File: config.mk
export PLATFORM = sky130hd
export DESIGN_NAME = btn_updown_counter
export DESIGN_NICKNAME = d
export VERILOG_FILES = /design/src/rtl/btn_pkg.sv /design/src/rtl/btn_debounce.sv /design/src/rtl/btn_updown_counter.sv
export SDC_FILE = /design/constraint.sdc
export NUM_CORES = 1
export LEC_CHECK = 0
export ABC_CLOCK_PERIOD_IN_PS = 3790
export BUFFER_PORTS_ARGS = -buffer_cell sky130_fd_sc_hd__clkbuf_2
export CAP_MARGIN = 25
export CORE_ASPECT_RATIO = 0.6
export CORE_UTILIZATION = 38
export DETAILED_ROUTE_END_ITERATION = 8
export RECOVER_POWER = 100
export REMOVE_ABC_BUFFERS = 1
export SLEW_MARGIN = 5
export SYNTH_ARGS = -nofsm -noshare
export SYNTH_HDL_FRONTEND = slang
export SYNTH_SLANG_ARGS = --single-unit
File: constraint.sdc
create_clock -name CLK100MHZ -period 3.79 [get_ports CLK100MHZ]
set_input_delay 0.5685 -clock CLK100MHZ [delete_from_list [all_inputs] [get_ports CLK100MHZ]]
set_output_delay 0.5685 -clock CLK100MHZ [all_outputs]
set_load 0.05 [all_outputs]
File: src/rtl/btn_pkg.sv
// Shared definitions for the push-button input path: debounce state
// encoding, default timing constants and a counter-width helper.
package btn_pkg;

  typedef enum logic [1:0] {
    RELEASED    = 2'd0,
    PRESS_CHK   = 2'd1,
    PRESSED     = 2'd2,
    RELEASE_CHK = 2'd3
  } db_state_e;

  // 1 ms debounce tick at 100 MHz, and a 20 ms stability window.
  localparam int unsigned TICK_DIV_1MS       = 100_000;
  localparam int unsigned DEBOUNCE_TICKS_DEF = 20;

  // Bits needed to hold 0..n-1, never less than one bit.
  function automatic int unsigned cnt_width(input int unsigned n);
    return (n > 1) ? $clog2(n) : 1;
  endfunction

endpackage

File: src/rtl/btn_debounce.sv
// One push-button: two-flop synchronizer, four-state debounce FSM with a
// tick-based stability counter, and a registered one-cycle press pulse.
module btn_debounce
  import btn_pkg::*;
#(
  parameter int unsigned DEBOUNCE_TICKS = DEBOUNCE_TICKS_DEF
) (
  input  logic CLK100MHZ,
  input  logic RESET,
  input  logic btn_i,
  input  logic tick_i,
  output logic pulse_o,
  output logic level_o
);

  localparam int unsigned     CW   = cnt_width(DEBOUNCE_TICKS);
  localparam logic [CW-1:0]   LAST = CW'(DEBOUNCE_TICKS - 1);

  logic          sync1_q, sync2_q;
  db_state_e     state_q, state_d;
  logic [CW-1:0] cnt_q, cnt_d;
  logic          pulse_q, pulse_d;

  // Bring the asynchronous button into the clock domain.
  always_ff @(posedge CLK100MHZ) begin
    if (RESET) begin
      sync1_q <= 1'b0;
      sync2_q <= 1'b0;
    end else begin
      sync1_q <= btn_i;
      sync2_q <= sync1_q;
    end
  end

  // State, stability counter and pulse registers.
  always_ff @(posedge CLK100MHZ) begin
    if (RESET) begin
      state_q <= RELEASED;
      cnt_q   <= '0;
      pulse_q <= 1'b0;
    end else begin
      state_q <= state_d;
      cnt_q   <= cnt_d;
      pulse_q <= pulse_d;
    end
  end

  // Next state: a level change always beats a tick arriving in the same cycle.
  always_comb begin
    state_d = state_q;
    cnt_d   = cnt_q;
    pulse_d = 1'b0;
    case (state_q)
      RELEASED: begin
        if (sync2_q) begin
          state_d = PRESS_CHK;
          cnt_d   = '0;
        end
      end
      PRESS_CHK: begin
        if (!sync2_q) begin
          state_d = RELEASED;
        end else if (tick_i) begin
          if (cnt_q == LAST) begin
            state_d = PRESSED;
            pulse_d = 1'b1;
          end else begin
            cnt_d = cnt_q + CW'(1);
          end
        end
      end
      PRESSED: begin
        if (!sync2_q) begin
          state_d = RELEASE_CHK;
          cnt_d   = '0;
        end
      end
      RELEASE_CHK: begin
        if (sync2_q) begin
          state_d = PRESSED;
        end else if (tick_i) begin
          if (cnt_q == LAST) begin
            state_d = RELEASED;
          end else begin
            cnt_d = cnt_q + CW'(1);
          end
        end
      end
      default: state_d = RELEASED;
    endcase
  end

  assign pulse_o = pulse_q;
  assign level_o = (state_q == PRESSED) || (state_q == RELEASE_CHK);

endmodule

File: src/rtl/btn_updown_counter.sv
// Lab top: two debounced push-buttons step an up/down count shown on LED.
module btn_updown_counter
  import btn_pkg::*;
#(
  parameter int unsigned TICK_DIV       = TICK_DIV_1MS,
  parameter int unsigned DEBOUNCE_TICKS = DEBOUNCE_TICKS_DEF,
  parameter int unsigned WIDTH          = 8
) (
  input  logic             CLK100MHZ,
  input  logic             RESET,
  input  logic             BTNU,
  input  logic             BTND,
  output logic [WIDTH-1:0] LED,
  output logic             up_pulse,
  output logic             down_pulse
);

  localparam int unsigned   DW       = cnt_width(TICK_DIV);
  localparam logic [DW-1:0] DIV_LAST = DW'(TICK_DIV - 1);

  logic [DW-1:0]    div_q, div_d;
  logic             tick;
  logic [WIDTH-1:0] led_q, led_d;
  logic             lvl_up_unused, lvl_dn_unused;

  // Debounce tick: high for the single cycle in which the divider is at its top.
  always_comb begin
    tick  = (div_q == DIV_LAST);
    div_d = tick ? '0 : div_q + DW'(1);
  end

  // Tick divider register.
  always_ff @(posedge CLK100MHZ) begin
    if (RESET) begin
      div_q <= '0;
    end else begin
      div_q <= div_d;
    end
  end

  btn_debounce #(
    .DEBOUNCE_TICKS(DEBOUNCE_TICKS)
  ) u_btnu (
    .CLK100MHZ(CLK100MHZ),
    .RESET    (RESET),
    .btn_i    (BTNU),
    .tick_i   (tick),
    .pulse_o  (up_pulse),
    .level_o  (lvl_up_unused)
  );

  btn_debounce #(
    .DEBOUNCE_TICKS(DEBOUNCE_TICKS)
  ) u_btnd (
    .CLK100MHZ(CLK100MHZ),
    .RESET    (RESET),
    .btn_i    (BTND),
    .tick_i   (tick),
    .pulse_o  (down_pulse),
    .level_o  (lvl_dn_unused)
  );

  // Count step: simultaneous up and down cancel; wraps modulo 2^WIDTH.
  always_comb begin
    led_d = led_q;
    if (up_pulse && !down_pulse) begin
      led_d = led_q + WIDTH'(1);
    end else if (down_pulse && !up_pulse) begin
      led_d = led_q - WIDTH'(1);
    end
  end

  // Count register.
  always_ff @(posedge CLK100MHZ) begin
    if (RESET) begin
      led_q <= '0;
    end else begin
      led_q <= led_d;
    end
  end

  assign LED = led_q;

endmodule

======== Yosys cells after proc, flatten, opt, wreduce, memory -nomap -nowiden ========
Index checks and enable logic that the tools add are counted.
word-level totals
  register bits after elaboration ......... 45
  input bits .............................. 4
  output and inout port bits .............. 10
operators by class
  add/subtract/negate cells ............... 5
  equal/unequal tests ..................... 25
  muxes and demuxes ....................... 36
  bitwise gates (word level) .............. 5
  reductions and logical operators ........ 14
operators with widths
  operator               count
  $mux 5                 12
  $pmux 5 s4             2
  $mux 2                 16
  $add 17x1->17 const B  1
  $eq 17x17->1 const B   1
  $mux 8                 2
  $pmux 2 s4             2
  $ne 3x3->1 const B     4
  $reduce_and 6->1       2
  $add 5x1->5 const B    2
  $eq 5x5->1 const B     2
  $add 8x1->8 const B    1
  $eq 2x2->1 const B     4
  $ne 2x1->1 const B     4
  $ne 2x2->1 const B     4
  $reduce_and 4->1       2
  $reduce_or 4->1        2
  $sub 8x1->8 const B    1
  $ne 3x1->1 const B     2
  $ne 3x2->1 const B     2
  $not 1->1              5
  $eq 2x1->1 const B     2
  $logic_not 2->1        2
  $logic_and 1x1->1      2
  other kinds (4)        6

======== Longest topological paths before layout ========
  depth in word-level cells ............... 5
  gate-level depth with buffers ........... 8
  depth with buffers taken out ............ 8

======== Modules after synthesis ========
From an unflattened synthesis, not the netlist that was laid out.
unflattened totals
  cell total of the unflattened synthesis .. 264
  area total of the unflattened synthesis .. 2334.7 um^2
by module, submodules not included
  module              instances  cells each  area each (um^2)  sequential area each (um^2)
  btn_updown_counter  1          148         1303.8            500.5
  btn_debounce        2          58          515.5             200.2

======== Least setup slack after synthesis ========
OpenSTA, ideal clock, no wires.
  path type ............................... register -> register
  start point ............................. register u_btnd.pulse_q, in the netlist u_btnd.pulse_o
  end point ............................... register led_q[6], in the netlist LED[6]
  data arrival time ....................... 2.256 ns
  data required time ...................... 3.663 ns
  slack ................................... 1.406 ns
  stages on the path, launching flop included .. 9
  path buffers ............................ 0
  cell sequence ........................... dfxtp_1 inv_1 ha_1 inv_1 ha_1 a21o_1 a211oi_1 nor3_1 or3b_1
on the way
  cells in the longest elaborated chain, start to end .. 3
  elaborated cells on any way between the ends .. 5
RTL lines
  what                                         RTL line                  RTL
  from (decl)                                  btn_debounce.sv:22        logic pulse_q, pulse_d;
  from (signal assigned)                       btn_debounce.sv:44        pulse_q <= pulse_d;
  $logic_not 1->1                              btn_updown_counter.sv:66  if (up_pulse && !down_pulse) begin
  $logic_and 1x1->1                            btn_updown_counter.sv:66
  $mux 8 or $reduce_bool 2->1 (tied branches)  n/a
  to (signal assigned)                         btn_updown_counter.sv:78  led_q <= led_d;
  to (decl)                                    btn_updown_counter.sv:23  logic [WIDTH-1:0] led_q, led_d;
Parallel ways exist; a longest one is shown, timed or not.
A chain may end at the register's enable or synchronous reset.

==> results.cfg <==
[power]
ir_drop_mv = 0.151
swShare = 0.214
p_int_mw = 0.699
p_clk_frac = 0.432
power.switching_mw = 0.191
combPwrFrac = 0.026
sequentialPowerShare = 0.542
p_leak_nw = 0.849
p_per_area_mw_per_mm2 = 354

[route]
wl_per_cell_um = 13.4
drc = 0
ant_nets = 0
firstDrtPassIters = 4
vias_per_cell = 5.33
first_iter_violations = 110
vias = 1864
totalWireLength_um = 4690

[floorplan]
dieArea_mm2 = 0.00633
rows = 21
ios = 14
die_w_um = 102
coreArea_mm2 = 0.00568
fp.dieH_um = 62.0
initial_core_util = 0.402

[final_layout]
stdcell_count = 350
area_growth_pct = 10.2
final_common_cell = dfxtp_1
nets = 284
final_cell_mix = dfxtp_1 (45), a21oi_1 (20), o21ai_0 (20), nor2_1 (20)
diodes = 0
postLayoutCoreUtil = 0.443
drive_gt1_frac = 0.0630

[worst_setup_path]
worstPathArrival_ns = 2.48
reg2regPathDepth = 8
crit_path_start_kind = input port
path_cells = clkbuf_1, inv_1, a31o_2, or3b_1
reg2reg_to = LED[6]$_SDFFE_PP0P_
timing.rr.start = u_btnd.pulse_o$_SDFF_PP0_
critPathMaxFanout = 25
reg2reg_slack_ns = 1.53
slowest_stage = clkbuf_1
criticalPathCategory = input port to flip-flop
worst_setup_path_end_kind = flip-flop
max_stage_delay_ns = 0.79
critical_path_required_ns = 3.98

[clock_tree]
cts_tree = yes
cts_setup_buffers = 0
clockBufferDepth = 2
cts_buffers = 5
worstSkewPairLatency_ns = 0.31
cts_hold_buf = 0
htreeDepth = 2
cts_root_buffer = clkbuf_8
cts.clk_slew.worst_paths_ns = 0.08
cts_resized = 0
clock_sinks = 45

[job]
cap_violations = 0

[synthesis]
yosysWarningCount = 0
syn-mean-instance-area_um2 = 8.98
syn_inst = 254
synth_edf_count = 0
ys_seq_elements = 45
synth.distinct_cells = 43
synthesis.area_mm2 = 0.00228
ys_async_sr_fraction = 0
seq_area_frac_synth = 0.395
synth_flop_cell = dfxtp_1

[timing]
slew_viol_final = 0
finalSetupTns_ns = 0
tightest_slew_ns = 1.10
hold_violations = 0
rsz0062_at_grt = no
fin_crit_ns = 2.30
fmaxAchievable_ghz = 0.435
max_slew_margin = 0.266
setup_ws_ns = 1.49
setup_viol = 0
fin_skew_ns = 0.0118
fin_crit_sh = 0.606

[global_routing]
overflow = 0
antenna_found_initial = 0
grt_pass1_wl_um = 7810
track_usage = 0.163
grt_max_degree = 26
grt_pass1_vias = 1591

[placement]
io_buffers = 13
placedCellCount = 342
hpwl_um = 3410
finalWeightedCongestion = 0.756
dp_slack_ns = 1.54

[min_path]
hold_path_end = u_btnu.sync2_q$_SDFF_PP0_
hold_depth = 1
hold_path.startpoint = u_btnu.sync1_q$_SDFF_PP0_
hp-class = flip-flop to flip-flop

[status]
status = complete, no violations
## how the worst max path moves through the flow
stage	start	end	slack, ns	cells after the start
6_report	RESET	LED[6]$_SDFFE_PP0P_	1.49	4
3_3_place_gp	u_btnd.pulse_o$_SDFF_PP0_	LED[6]$_SDFFE_PP0P_	1.65	8
4_1_cts	u_btnd.pulse_o$_SDFF_PP0_	LED[6]$_SDFFE_PP0P_	1.53	8
3_5_place_dp	u_btnd.pulse_o$_SDFF_PP0_	LED[6]$_SDFFE_PP0P_	1.54	8
2_1_floorplan	u_btnd.pulse_o$_SDFF_PP0_	LED[6]$_SDFFE_PP0P_	1.41	8
5_1_grt	RESET	div_q[2]$_SDFF_PP0_	1.32	4
## cells in the mapped netlist, types with 2 or more instances
cell type   n  area, um2
nand3_1     9       45.0
o21a_1      3       22.5
o21ai_0    20        100
or4_1       3       22.5
nor2_1     20       75.1
and4_1      6       52.6
nand2_1     9       33.8
xnor2_1     9       78.8
ha_1       10        125
o31ai_1     2       15.0
o211ai_1    2       15.0
and2_1      2       12.5
o22ai_1     3       18.8
nor2b_1     4       25.0
a41oi_2     2       32.5
or2_2       4       25.0
or3_1       9       56.3
nor3_1      2       10.0
nand4_1    12       75.1
clkbuf_1    2       7.51
a211oi_1    3       22.5
nand4b_1    5       43.8
a21oi_1    20        100
inv_1      11       41.3
nor4b_1     3       26.3
nor4_1      5       31.3
dfxtp_1    45        901
a21o_1      2       15.0
xor2_1     12        105
and3_1      2       12.5
## kinds of logic (layout without fill, tap and decap cells)
logic type / Yosys count / after routing / synth area share
flops: 45 / 45 / 0.395
xor+xnor: 21 / 21 / 0.0806
fa+ha+maj: 11 / 11 / 0.0636
mux: 1 / 1 / 0.00439
simple gates: 100 / 100 / 0.267
buf+inv: 16 / 32 / 0.0285
compound gates: 60 / 60 / 0.161
## registers in the layout, summed over array words and instances (netlist names), 5 cells and up, named ones only
| name | cells |
|---|---|
| u_btnu.cnt_q | 5 |
| u_btnd.cnt_q | 5 |
| LED | 8 |
| div_q | 17 |
## worst max-delay path: cells and delay by family
kind	cells	cell delay [ns]
buf+inv	2	1.19
compound gates	1	0.35
simple gates	1	0.37
## layer usage
layer | share of wire | GRT usage
met3 | 0.048 | 0.0369
met1 | 0.57 | 0.252
met5 | 0 | 0
met2 | 0.37 | 0.212
met4 | 0.012 | 0.0612
## per-stage QoR
step           hold slack (ns)  instance area, um2  total power [mW]
3_5_place_dp             0.436                2420             0.517
2_1_floorplan            0.414                2260             0.506
4_1_cts                  0.457                2540             0.901
3_3_place_gp             0.419                2420             0.517
6_report                 0.451                2510             0.890
5_1_grt                  0.468                2510             0.925
## power by group through the flow
| stage | combinational (mW) | sequential, mW | clock [mW] |
|---|---|---|---|
| after floorplan | 0.0138 | 0.492 | 0 |
| after global placement | 0.0233 | 0.493 | 0 |
| after detailed placement | 0.0234 | 0.493 | 0 |
| after CTS | 0.0235 | 0.482 | 0.395 |
| after global routing | 0.0263 | 0.483 | 0.416 |
| final | 0.0232 | 0.482 | 0.384 |
## final cells by class
type	instances	area [um2]
Timing Repair Buffer	13	51.3
Clock buffer	6	82.6
Multi-Input combinational cell	193	1300
Inverter	11	41.3
Tap cell	80	100
Clock inverter	2	37.5
Fill cell	589	3160
Sequential cell	45	901
Note: power is estimated with default switching activity, not from simulation.
